## config.mk

```make
export PLATFORM = sky130hd
export DESIGN_NAME = div_issue_unit
export DESIGN_NICKNAME = d
export VERILOG_FILES = /design/src/rtl/div_issue_unit.sv
export SDC_FILE = /design/constraint.sdc
export NUM_CORES = 1
export LEC_CHECK = 0
export ABC_AREA = 0
export ABC_CLOCK_PERIOD_IN_PS = 3100
export BUFFER_PORTS_ARGS = -buffer_cell sky130_fd_sc_hd__buf_4
export CORE_MARGIN = 1
export CORE_UTILIZATION = 25
export DETAILED_ROUTE_END_ITERATION = 16
export PLACE_DENSITY = 0.45
export SYNTH_ARGS = -nofsm -noshare
export SYNTH_HDL_FRONTEND = slang
export SYNTH_SLANG_ARGS = --single-unit
```

## constraint.sdc

```tcl
create_clock -name clock -period 3.1 [get_ports clock]
set_clock_uncertainty 0.05 [all_clocks]
set_input_delay 0.155 -clock clock [delete_from_list [all_inputs] [get_ports clock]]
set_output_delay 0.155 -clock clock [all_outputs]
set_load 0.02 [all_outputs]
```

## src/rtl/div_issue_unit.sv

```systemverilog
// div_issue_unit: execute-stage front end for a multi-cycle unsigned divider.
// Takes RISC-V DIV/DIVU/REM/REMU requests and resolves divide-by-zero and signed
// overflow locally. Other requests go to the divider as operand magnitudes, and the
// unit applies the sign fix-up to the quotient or remainder.
// Handshakes: a transfer happens on a rising clock edge where valid and ready are
// both high. A valid holds its payload until that edge. A ready may depend on the
// current state only (req_ready additionally masks flush).
module div_issue_unit #(
    parameter int XLEN  = 32,
    parameter int TAG_W = 5
) (
    input  logic             clock,
    input  logic             reset,
    input  logic             flush,
    input  logic             req_valid,
    output logic             req_ready,
    input  logic [1:0]       req_op,
    input  logic [XLEN-1:0]  req_rs1,
    input  logic [XLEN-1:0]  req_rs2,
    input  logic [TAG_W-1:0] req_tag,
    output logic             rsp_valid,
    input  logic             rsp_ready,
    output logic [XLEN-1:0]  rsp_data,
    output logic [TAG_W-1:0] rsp_tag,
    output logic             div_start,
    output logic [XLEN-1:0]  div_numerator,
    output logic [XLEN-1:0]  div_denominator,
    input  logic             div_rdy,
    output logic             div_result_rdy,
    input  logic             div_valid,
    input  logic [XLEN-1:0]  div_quotient,
    input  logic [XLEN-1:0]  div_remainder,
    output logic [2:0]       dbg_state
);

    typedef enum logic [2:0] {
        S_IDLE  = 3'd0,
        S_ISSUE = 3'd1,
        S_WAIT  = 3'd2,
        S_FIX   = 3'd3,
        S_RESP  = 3'd4,
        S_DRAIN = 3'd5
    } state_t;

    localparam logic [XLEN-1:0] MIN_NEG = {1'b1, {(XLEN-1){1'b0}}};
    localparam logic [XLEN-1:0] ALL_ONE = {XLEN{1'b1}};

    state_t           state;
    logic             idle_q;
    logic [1:0]       op_q;
    logic             sq_q;
    logic             sr_q;
    logic [XLEN-1:0]  q_q;
    logic [XLEN-1:0]  r_q;

    // Request decode: signedness, operand magnitudes and the two locally resolved cases.
    logic             is_signed;
    logic             neg1;
    logic             neg2;
    logic [XLEN-1:0]  mag1;
    logic [XLEN-1:0]  mag2;
    logic             div_zero;
    logic             overflow;
    logic [XLEN-1:0]  special_data;
    logic [XLEN-1:0]  fixed_q;
    logic [XLEN-1:0]  fixed_r;

    assign is_signed = ~req_op[0];
    assign neg1      = is_signed & req_rs1[XLEN-1];
    assign neg2      = is_signed & req_rs2[XLEN-1];
    // |MIN_NEG| wraps back to MIN_NEG, which is the correct unsigned magnitude.
    assign mag1      = neg1 ? -req_rs1 : req_rs1;
    assign mag2      = neg2 ? -req_rs2 : req_rs2;
    assign div_zero  = (req_rs2 == '0);
    assign overflow  = is_signed & (req_rs1 == MIN_NEG) & (req_rs2 == ALL_ONE);

    // Divide by zero: quotient all ones, remainder = dividend. Overflow: quotient = dividend, remainder 0.
    always_comb begin
        special_data = '0;
        if (div_zero) begin
            special_data = req_op[1] ? req_rs1 : ALL_ONE;
        end else begin
            special_data = req_op[1] ? '0 : req_rs1;
        end
    end

    assign fixed_q   = sq_q ? -q_q : q_q;
    assign fixed_r   = sr_q ? -r_q : r_q;

    assign req_ready = idle_q & ~flush;
    assign dbg_state = state;

    // Control FSM together with the operand, result and response registers.
    always_ff @(posedge clock or negedge reset) begin
        if (!reset) begin
            state           <= S_IDLE;
            idle_q          <= 1'b1;
            rsp_valid       <= 1'b0;
            rsp_data        <= '0;
            rsp_tag         <= '0;
            div_start       <= 1'b0;
            div_result_rdy  <= 1'b0;
            div_numerator   <= '0;
            div_denominator <= '0;
            op_q            <= '0;
            sq_q            <= 1'b0;
            sr_q            <= 1'b0;
            q_q             <= '0;
            r_q             <= '0;
        end else begin
            case (state)
                S_IDLE: begin
                    if (req_valid && !flush) begin
                        idle_q  <= 1'b0;
                        rsp_tag <= req_tag;
                        if (div_zero || overflow) begin
                            rsp_data  <= special_data;
                            rsp_valid <= 1'b1;
                            state     <= S_RESP;
                        end else begin
                            div_numerator   <= mag1;
                            div_denominator <= mag2;
                            op_q            <= req_op;
                            sq_q            <= neg1 ^ neg2;
                            sr_q            <= neg1;
                            div_start       <= 1'b1;
                            state           <= S_ISSUE;
                        end
                    end
                end
                S_ISSUE: begin
                    if (div_rdy) begin
                        // The divider takes start on this edge; a flush now must drain it.
                        div_start      <= 1'b0;
                        div_result_rdy <= 1'b1;
                        state          <= flush ? S_DRAIN : S_WAIT;
                    end else if (flush) begin
                        div_start <= 1'b0;
                        idle_q    <= 1'b1;
                        state     <= S_IDLE;
                    end
                end
                S_WAIT: begin
                    if (div_valid) begin
                        div_result_rdy <= 1'b0;
                        q_q            <= div_quotient;
                        r_q            <= div_remainder;
                        if (flush) begin
                            // The result arrives with the flush: the divider is idle again.
                            idle_q <= 1'b1;
                            state  <= S_IDLE;
                        end else begin
                            state <= S_FIX;
                        end
                    end else if (flush) begin
                        state <= S_DRAIN;
                    end
                end
                S_FIX: begin
                    if (flush) begin
                        idle_q <= 1'b1;
                        state  <= S_IDLE;
                    end else begin
                        rsp_data  <= op_q[1] ? fixed_r : fixed_q;
                        rsp_valid <= 1'b1;
                        state     <= S_RESP;
                    end
                end
                S_RESP: begin
                    if (flush || rsp_ready) begin
                        rsp_valid <= 1'b0;
                        idle_q    <= 1'b1;
                        state     <= S_IDLE;
                    end
                end
                S_DRAIN: begin
                    if (div_valid) begin
                        div_result_rdy <= 1'b0;
                        idle_q         <= 1'b1;
                        state          <= S_IDLE;
                    end
                end
                default: begin
                    rsp_valid      <= 1'b0;
                    div_start      <= 1'b0;
                    div_result_rdy <= 1'b0;
                    idle_q         <= 1'b1;
                    state          <= S_IDLE;
                end
            endcase
        end
    end

endmodule

```

==> out/metrics.cfg, run 1 <==
[logic_synthesis]
synth-edff-count = 0
synth_ff_type = dfrtp_1
synth_most_common_cell = dfrtp_1
netlist_area_mm2 = 0.0103
synth_top_area_frac = 0.424
syn_nets = 1280
avgSynthCellArea_um2 = 9.07
ys_seq_elements = 175
synth_commonest_cells = dfrtp_1 (174), nand2_1 (156), o21ai_0 (143)
synth_area_leader_cell = dfrtp_1
synth-async-reset-ratio = 1.00
yosys_warnings = 0
yosysUniqueCellTypes = 60
synth_area_leaders = dfrtp_1 (42%), o21ai_0 (7.0%), mux2_2 (6.8%)
synthCells = 1131
ys_seq_area_frac = 0.427

[flow_run]
maxCapViolCount = 0

[cts]
cts_made_buffers = 17
insertion_delay_ns = 0.45
htree_levels = 4
cts_tree = yes
cts.sinks = 175
clockBufferDepth = 2
cts-root-buf = clkbuf_16
cts.clk_slew.worst_paths_ns = 0.07

[floorplan]
ioPinCount = 250
die_width_um = 205
core_mm2 = 0.0401
start_util = 0.256
die-area_mm2 = 0.0419
rows = 73
die_y_um = 205

[grt]
use_met1 = 0.259
grt_use_met2 = 0.287
antenna_found_initial = 0
grt_start_max_net_pins = 72
gr-usage-all-layers = 0.182
grt-busiest-layer = met2
grt-ovfl-total = 0
grt_pass1_vias = 9450
met3_usage = 0.0290
grt_pass1_wl_um = 57600

[power_and_ir_drop]
peakVddDrop_mv = 0.433
comb_power_share = 0.439
p_sw_mw = 4.93
switching_share = 0.405
pwr-share-clk = 0.203
internal_power_mw = 7.22
p_leak_nw = 6.26
seqPwrFrac = 0.358
p_per_area_mw_per_mm2 = 821

[route]
drt_iter0_markers = 559
firstDrtPassIters = 4
drt-total-wl_um = 37600
num_vias = 9704
ant_nets = 0
routedWlPerCell_um = 18.5
drt-vias-per-instance = 4.78
drc_errors = 0

[final_layout]
area_growth_pct = 44.2
antennaDiodeCount = 0
drive_gt1_frac = 0.265
nNetsFinal = 1642
final_util = 0.369
fill_cells = 4163

[worst_setup_path]
cp.required_ns = 3.39
critPathKind = in2reg
critPathMaxFanout = 6
critPathSlowestCell = or4_1
slowest_delay_ns = 0.62
crit_arrival_ns = 3.20
crit_path_end_kind = flip-flop
crit_path_start_kind = input port
crit_top_cell = buf_4
cp_cell_sequence = dlygate4sd3_1 > buf_4 > or4_1 > nor4_2 > buf_4 > nand3_1 > o31ai_1 > o21ai_0 > o41ai_1

[status]
status = finished, final reports clean

[sta]
rsz0062_at_grt = false
slew_headroom = 0.274
setup_tns_ns = 0
finalCriticalPeriod_ns = 2.91
setup_viol = 0
drv_slew = 0
fmax_mhz = 343
worst_slew_pin_slew_ns = 1.09
fin_crit_sh = 0.939
hold_viol = 0

[place]
numPortBuffers = 249
place.gp.congestion = 0.850
dp_hpwl_um = 29000

[min_path]
min-delay-path-class = in2reg

[power by group through the flow]
stage | logic (mW) | clock network (mW) | registers (mW)
after floorplan | 2.62 | 0 | 4.69
after global placement | 5.24 | 0 | 4.37
after detailed placement | 5.25 | 0 | 4.40
after CTS | 5.39 | 2.54 | 4.36
after global routing | 5.87 | 2.62 | 4.52
final | 5.34 | 2.46 | 4.35
[placed cells by master, fill, tap and decap left out, types with 3 or more instances in the layout]
cell type	Yosys	layout
nor3_1	27	27
xor2_1	48	48
o31ai_1	35	35
nor4_1	11	11
mux2_2	62	62
dfrtp_1	174	174
or2_2	6	5
or4_1	19	19
buf_12	0	6
o31a_1	3	3
a211oi_1	6	6
o21ai_0	143	143
nor2b_1	9	9
o311ai_0	3	3
maj3_1	12	12
or3_1	11	11
buf_4	2	282
dlygate4sd3_1	0	123
nand2b_1	10	10
nand4_1	15	15
inv_1	18	18
a31oi_1	7	7
and3_1	6	6
a221oi_1	4	4
bufinv_16	0	5
nand3_1	9	9
a21boi_0	3	3
or4_4	3	3
nor2_1	64	64
nand2_1	156	156
o22ai_1	14	14
o41ai_1	16	16
mux2i_1	6	6
clkbuf_16	0	17
a21oi_1	56	56
ha_1	7	7
xnor2_1	66	66
[worst max-delay path, delay by kind of cell]
kind | cells | cell delay [ns]
compound gates | 3 | 1.16
simple gates | 3 | 1.00
buf+inv | 3 | 0.88
[state kept, by name, indices dropped and copies added, names as in the netlist]
name             count
op_q                 1
dbg_state            3
rsp_data            32
div_result_rdy       1
sq_q                 1
div_numerator       32
q_q                 32
rsp_tag              5
idle_q               1
r_q                 32
div_denominator     32
sr_q                 1
div_start            1
rsp_valid            1
[stage by stage]
stage | power, mW | instances | cell area [µm²] | hold WS (ns) | setup slack (ns)
after floorplan | 7.31 | 1131 | 10300 | -0.191 | 0.319
after global placement | 9.61 | 1876 | 12900 | 0.166 | 0.252
after detailed placement | 9.66 | 1876 | 12900 | 0.165 | 0.216
after CTS | 12.3 | 2031 | 14800 | 0.000732 | 0.202
after global routing | 13.0 | 2031 | 14800 | 0.0257 | 0.00980
final | 12.1 | 2031 | 14800 | 0.0269 | 0.188
[final timing paths]
path / start / endpoint / slack [ns] / cells past startpoint
setup / recovery: req_rs2[14] / rsp_data[21] / 0.19 / 9
hold / removal: req_rs1[9] / div_numerator[9] / 0.03 / 3
setup reg to reg: q_q[20] / rsp_data[27] / 0.21 / 7
hold reg to reg: div_denominator[16] / div_denominator[16] / 0.43 / 2
max in group asynchronous: reset / idle_q / 1.86 / 3
min in group asynchronous: reset / r_q[9] / 0.22 / 2
[routing by layer]
layer	vias to the layer above	wire length, µm
li1	4772	-
met1	4685	18100
met2	231	17400
met3	16	1690
met4	0	309
met5	-	0
[timing repair]
item,in CTS,in global routing
setup endpoints to repair,0,2
hold endpoints to repair,184,0
hold buffers,123,0
buffers inserted,0,0
gates resized for setup,0,1
[cells by family after synthesis]
logic type	count (synthesis)	share of synthesized area
and+or+nand+nor	360	0.168
AOI/OAI and AO/OA	307	0.179
xor gates and xnor gates	114	0.0973
muxes	68	0.0739
DFF	175	0.427
buffers and inverters	88	0.0341
adders and majority gates	19	0.0202
[cell type report]
| class | instances | area [µm²] | share of cell area |
|---|---|---|---|
| clock inverter | 12 | 208 | 0.0140 |
| timing repair buffer | 412 | 3480 | 0.235 |
| inverter | 19 | 71.3 | 0.00482 |
| tap | 525 | 657 | 0.0444 |
| clock buffer | 20 | 447 | 0.0302 |
| multi-input combinational | 868 | 5550 | 0.375 |
| sequential | 175 | 4380 | 0.296 |
Note: power is estimated with default switching activity, not from simulation.
==> run 2: changes to the inputs <==
- CORE_ASPECT_RATIO: not set -> 1.2
- MAX_ROUTING_LAYER: not set -> met4
- SLEW_MARGIN: not set -> 25
==> run 2 against run 1 <==
Design area is 0.41% higher. Global-route usage is 0.30 points higher. Power is 3.0% lower. Setup slack worse by 0.060 ns. Fmax is 2.0% lower. Flip-flop and latch count stayed put. Core utilization is 0.11 points higher. Via count is 0.29% higher. Final cell count is 1.1% higher. Hold slack better by 0.0015 ns. Sequential share of layout area is 0.10 points lower. Critical path type unchanged. Largest power group unchanged. Highest routed layer unchanged.
==> out/metrics.cfg, run 2 (synthesized netlist as in run 1, its figures left out) <==
[grt]
grt-ovfl-total = 0  ; unchanged
gr-usage-all-layers = 0.185  ; was 0.182
grt_start_max_net_pins = 78  ; was 72
antenna_found_initial = 3  ; was 0
grt_use_met2 = 0.312  ; was 0.287
grt-busiest-layer = met2  ; unchanged
use_met1 = 0.221  ; was 0.259
grt_pass1_wl_um = 57200  ; was 57,600 µm
met3_usage = 0.0273  ; was 0.0290
grt_pass1_vias = 9798  ; was 9,450

[power_and_ir_drop]
power.total_mw = 11.8  ; was 12.1 mW
peakVddDrop_mv = 0.404  ; was 0.433 mV
p_per_area_mw_per_mm2 = 793  ; was 821 mW/mm²
p_leak_nw = 6.29  ; was 6.26 nW

[sta]
worst_slew_pin_slew_ns = 0.871  ; was 1.09 ns
fin_ws_ns = 0.128  ; was 0.188 ns
setup_viol = 0  ; unchanged
fin_crit_sh = 0.959  ; was 0.939
hold_viol = 0  ; unchanged
rsz0062_at_grt = false  ; unchanged
setup_tns_ns = 0  ; unchanged
slew_headroom = 0.417  ; was 0.274
drv_slew = 0  ; unchanged
fmax_mhz = 336  ; was 343 MHz
finalCriticalPeriod_ns = 2.97  ; was 2.91 ns

[final_layout]
drive_gt1_frac = 0.271  ; was 0.265
nNetsFinal = 1655  ; was 1,642
fill_cells = 4097  ; was 4,163
area_growth_pct = 44.8  ; was 44.2%
mostFrequentLayoutCell = buf_4  ; unchanged
final_util = 0.370  ; was 0.369
multiInputGateArea_mm2 = 0.00559  ; was 0.00555 mm²
final_cell_mix = buf_4 (288), dfrtp_1 (172), nand2_1 (156)  ; was buf_4 (282), dfrtp_1 (174), nand2_1 (156)
seqCellArea_mm2 = 0.00438  ; about the same
final_cell_count_no_fill = 2054  ; was 2,031

[route]
drt_iter0_markers = 416  ; was 559
routedWlPerCell_um = 18.1  ; was 18.5 µm
ant_nets = 0  ; unchanged
firstDrtPassIters = 5  ; was 4
drt-vias-per-instance = 4.74  ; was 4.78
drt-total-wl_um = 37100  ; was 37,600 µm
num_vias = 9732  ; was 9,704
drc_errors = 0  ; unchanged

[status]
status = finished, final reports clean  ; unchanged

[cts]
insertion_delay_ns = 0.47  ; was 0.45 ns
cts.clk_slew.worst_paths_ns = 0.07  ; about the same
htree_levels = 4  ; unchanged
cts_made_buffers = 17  ; unchanged
cts-root-buf = clkbuf_16  ; unchanged
cts.sinks = 175  ; unchanged
cts_tree = yes  ; unchanged
clockBufferDepth = 2  ; unchanged

[worst_setup_path]
critPathMaxFanout = 37  ; was 6
crit_path_start_kind = input port  ; unchanged
critPathKind = in2reg  ; unchanged
crit_arrival_ns = 3.31  ; was 3.20 ns
critPathSlowestCell = or4_1  ; unchanged
crit_top_cell = dlygate4sd3_1  ; was buf_4
cp_cell_sequence = dlygate4sd3_1 > buf_4 > or4_1 > nor2_2 > nand4_1 > o31ai_4 > or2_4 > buf_12 > nand2_1 > o31ai_1 > dlygate4sd3_1  ; was dlygate4sd3_1 > buf_4 > or4_1 > nor4_2 > buf_4 > nand3_1 > o31ai_1 > o21ai_0 > o41ai_1
slowest_delay_ns = 0.63  ; was 0.62 ns
rr_worst_depth = 7  ; unchanged
crit_path_end_kind = flip-flop  ; unchanged
cp.required_ns = 3.44  ; was 3.39 ns

[floorplan]
start_util = 0.256  ; about the same
die-area_mm2 = 0.0419  ; about the same
ioPinCount = 250  ; unchanged
die_width_um = 187  ; was 205 µm
core_mm2 = 0.0401  ; about the same
rows = 80  ; was 73
die_y_um = 224  ; was 205 µm

[min_path]
hold_depth = 3  ; unchanged
min-delay-path-class = in2reg  ; unchanged

[place]
dp_worst_setup_slack_ns = 0.190  ; was 0.216 ns
dp_hpwl_um = 28300  ; was 29,000 µm
numPortBuffers = 249  ; unchanged
dp.cells = 1885  ; was 1,876
place.gp.congestion = 0.879  ; was 0.850

[flow_run]
maxCapViolCount = 0  ; unchanged

run 2: layout make-up:
| class | count | area share |
|---|---|---|
| Antenna cell | 3 | 0.000505 |
| Clock buffer | 19 | 0.0305 |
| Clock inverter | 12 | 0.00733 |
| Inverter | 19 | 0.00480 |
| Multi-Input combinational cell | 868 | 0.376 |
| Sequential cell | 175 | 0.295 |
| Tap cell | 533 | 0.0449 |
| Timing Repair Buffer | 425 | 0.241 |
run 2: repair_timing:
| action | 4_1_cts | 5_1_grt |
|---|---|---|
| gates resized for setup | 0 | 8 |
| setup endpoints to repair | 0 | 3 |
| hold buffers | 132 | 0 |
| buffers inserted | 0 | 3 |
| hold endpoints to repair | 202 | 0 |
run 2: final timing paths:
| kind | endpoint | startpoint | slack, ns |
|---|---|---|---|
| hold reg to reg | div_denominator[31] | div_denominator[31] | 0.43 |
| max in group asynchronous | rsp_data[20] | reset | 1.92 |
| setup reg to reg | rsp_data[30] | q_q[20] | 0.19 |
| min in group asynchronous | q_q[1] | reset | 0.26 |
| hold / removal | div_denominator[14] | req_rs2[14] | 0.03 |
| setup / recovery | sq_q | req_rs2[10] | 0.13 |
run 2: critical path: cells and delay by family:
family	cells	cell delay (ns)
buffers and inverters	4	1.46
AND/OR/NAND/NOR	5	1.42
AO/OA/AOI/OAI	2	0.27
run 2: layer usage:
metal | up-vias | wire, µm
met2 | 255 | 18700
met5 | - | 0
met1 | 4620 | 16200
met3 | 53 | 1190
met4 | 0 | 973
li1 | 4804 | -
run 2: stage by stage:
stage	hold WS, ns	instance area (µm²)
2_1_floorplan	-0.191	10300
3_3_place_gp	0.228	12900
3_5_place_dp	0.222	12900
4_1_cts	0.00768	14800
5_1_grt	0.0485	14900
6_report	0.0284	14900
run 2: power breakdown:
| group | switching, mW | internal [mW] | leakage, nW | total, mW |
|---|---|---|---|---|
| sequential | 1.10 | 3.29 | 2.20 | 4.39 |
| combinational | 2.76 | 2.49 | 3.81 | 5.25 |
| clock | 0.998 | 1.15 | 0.276 | 2.15 |
==> run 3: changes to the inputs <==
- RECOVER_POWER: not set -> 25
==> run 3 against run 2 <==
The run now ends with capacitance limit, slew limit left. Critical path depth is the same. Final cell count is the same. Die area is the same.
==> out/metrics.cfg, run 3 (synthesized netlist as in run 1, its figures left out) <==
[status]
violations = capacitance limit, slew limit
status = finished with violations  ; was finished, final reports clean

[floorplan]
start_util = 0.256  ; unchanged
die_y_um = 224  ; unchanged
core_mm2 = 0.0401  ; unchanged
rows = 80  ; unchanged
die-area_mm2 = 0.0419  ; unchanged
ioPinCount = 250  ; unchanged
die_width_um = 187  ; unchanged

[worst_setup_path]
crit_arrival_ns = 3.28  ; was 3.31 ns
critPathMaxFanout = 37  ; unchanged
path_buf_inv = 4  ; unchanged
critPathKind = in2reg  ; unchanged
crit_top_cell = dlygate4sd3_1  ; unchanged
slowest_delay_ns = 0.62  ; was 0.63 ns
cp_top_family = buffers and inverters  ; unchanged
crit_path_start_kind = input port  ; unchanged
cp_cell_sequence = dlygate4sd3_1 > buf_4 > or4_1 > nor2_2 > nand4_1 > o31ai_4 > or2_4 > buf_12 > nand2_1 > o31ai_1 > dlygate4sd3_1  ; unchanged
crit_path_end_kind = flip-flop  ; unchanged
critPathSlowestCell = or4_1  ; unchanged
cp.required_ns = 3.44  ; about the same

[power_and_ir_drop]
p_leak_nw = 6.12  ; was 6.29 nW
seqPwrFrac = 0.379  ; was 0.372
comb_power_share = 0.436  ; was 0.446
pwr-share-clk = 0.185  ; was 0.182
p_sw_mw = 4.85  ; about the same
peakVddDrop_mv = 0.404  ; about the same
switching_share = 0.419  ; was 0.412
p_per_area_mw_per_mm2 = 788  ; was 793 mW/mm²
internal_power_mw = 6.73  ; was 6.93 mW

[place]
numPortBuffers = 249  ; unchanged
dp_hpwl_um = 28300  ; unchanged
place.gp.congestion = 0.879  ; unchanged

[final_layout]
drive_gt1_frac = 0.243  ; was 0.271
fill_cells = 4152  ; was 4,097
area_growth_pct = 43.2  ; was 44.8%
multiInputGateArea_mm2 = 0.00559  ; unchanged
seqCellArea_mm2 = 0.00438  ; unchanged
nNetsFinal = 1655  ; unchanged
mostFrequentLayoutCell = buf_4  ; unchanged
final_util = 0.366  ; was 0.370
final_cell_mix = buf_4 (245), dfrtp_1 (172), nand2_1 (156)  ; was buf_4 (288), dfrtp_1 (172), nand2_1 (156)

[grt]
antenna_found_initial = 3  ; unchanged
grt_pass1_vias = 9798  ; unchanged
grt-ovfl-total = 0  ; unchanged
grt_start_max_net_pins = 78  ; unchanged
grt_pass1_wl_um = 57200  ; unchanged
gr-usage-all-layers = 0.185  ; unchanged

[route]
routedWlPerCell_um = 18.0  ; was 18.1 µm
ant_nets = 0  ; unchanged
firstDrtPassIters = 6  ; was 5
drt-vias-per-instance = 4.75  ; was 4.74
drt_iter0_markers = 411  ; was 416
drt-total-wl_um = 37100  ; about the same
num_vias = 9753  ; was 9,732
drc_errors = 0  ; unchanged

[cts]
cts.sinks = 175  ; unchanged
insertion_delay_ns = 0.47  ; about the same
htree_levels = 4  ; unchanged
cts.clk_slew.worst_paths_ns = 0.07  ; about the same
cts_made_buffers = 17  ; unchanged
clockBufferDepth = 2  ; unchanged
cts-root-buf = clkbuf_16  ; unchanged
cts_tree = yes  ; unchanged

[sta]
hold_viol = 0  ; unchanged
slew_headroom = -0.410  ; was 0.417
fmax_mhz = 341  ; was 336 MHz
finalCriticalPeriod_ns = 2.94  ; was 2.97 ns
rsz0062_at_grt = false  ; unchanged
fin_crit_sh = 0.947  ; was 0.959
setup_tns_ns = 0  ; unchanged
drv_slew = 78  ; was 0
worst_slew_pin_slew_ns = 2.12  ; was 0.871 ns
setup_viol = 0  ; unchanged

[flow_run]
maxCapViolCount = 1  ; was 0

[min_path]
min-delay-path-class = in2reg  ; unchanged

[run 3: what timing repair did]
item | 4_1_cts | 5_1_grt
setup buffers | 0 | 3
hold buffers | 132 | 0
endpoints found under the hold margin | 202 | 0
gates resized for setup | 0 | 8
endpoints found under the setup margin | 0 | 3
[run 3: final timing paths]
check	cells past startpoint	from	endpoint	slack, ns
min	3	req_rs2[14]	div_denominator[14]	0.03
max	11	req_rs2[10]	sq_q	0.16
max in group asynchronous	2	reset	sr_q	0.82
min reg2reg	2	div_denominator[12]	div_denominator[12]	0.43
max reg2reg	7	q_q[20]	rsp_data[30]	0.19
min in group asynchronous	2	reset	q_q[1]	0.79
[run 3: power by group through the flow]
stage | clock [mW] | combinational [mW] | sequential (mW)
2_1_floorplan | 0 | 2.62 | 4.69
3_3_place_gp | 0 | 5.12 | 4.42
3_5_place_dp | 0 | 5.14 | 4.45
4_1_cts | 2.23 | 5.30 | 4.40
5_1_grt | 2.31 | 5.58 | 4.55
6_report | 2.15 | 5.05 | 4.39
[run 3: metal layers]
metal  up-vias  track usage  part of all wire
met3        56       0.0273             0.033
met4         0       0.0738             0.027
met2       273        0.312              0.50
met1      4624        0.221              0.44
li1       4800            -                 -
met5         -            -                 0
[run 3: final cells by class]
class / count / area share
antenna: 3 / 0.000511
clock buffer: 19 / 0.0308
clock inverter: 12 / 0.00741
inverter: 19 / 0.00486
multi-input combinational: 868 / 0.381
sequential: 175 / 0.298
tap: 533 / 0.0454
timing repair buffer: 425 / 0.232
[run 3: per-stage QoR]
stage               cells  setup slack, ns  hold WS (ns)  power [mW]  instance area (µm²)
floorplan            1131            0.319        -0.191        7.31                10300
global placement     1885            0.192         0.228        9.53                12900
detailed placement   1885            0.190         0.222        9.59                12900
CTS                  2048         0.000226       0.00768        11.9                14800
global route         2054          0.00978        0.0485        12.4                14700
finish               2054            0.164        0.0282        11.6                14700
[run 3: worst register-to-register path: cells and delay by family, from the launching register on]
kind	cells	cell delay (ns)
AO/OA/AOI/OAI	3	0.74
flip-flops	1	0.41
AND/OR/NAND/NOR	4	1.65
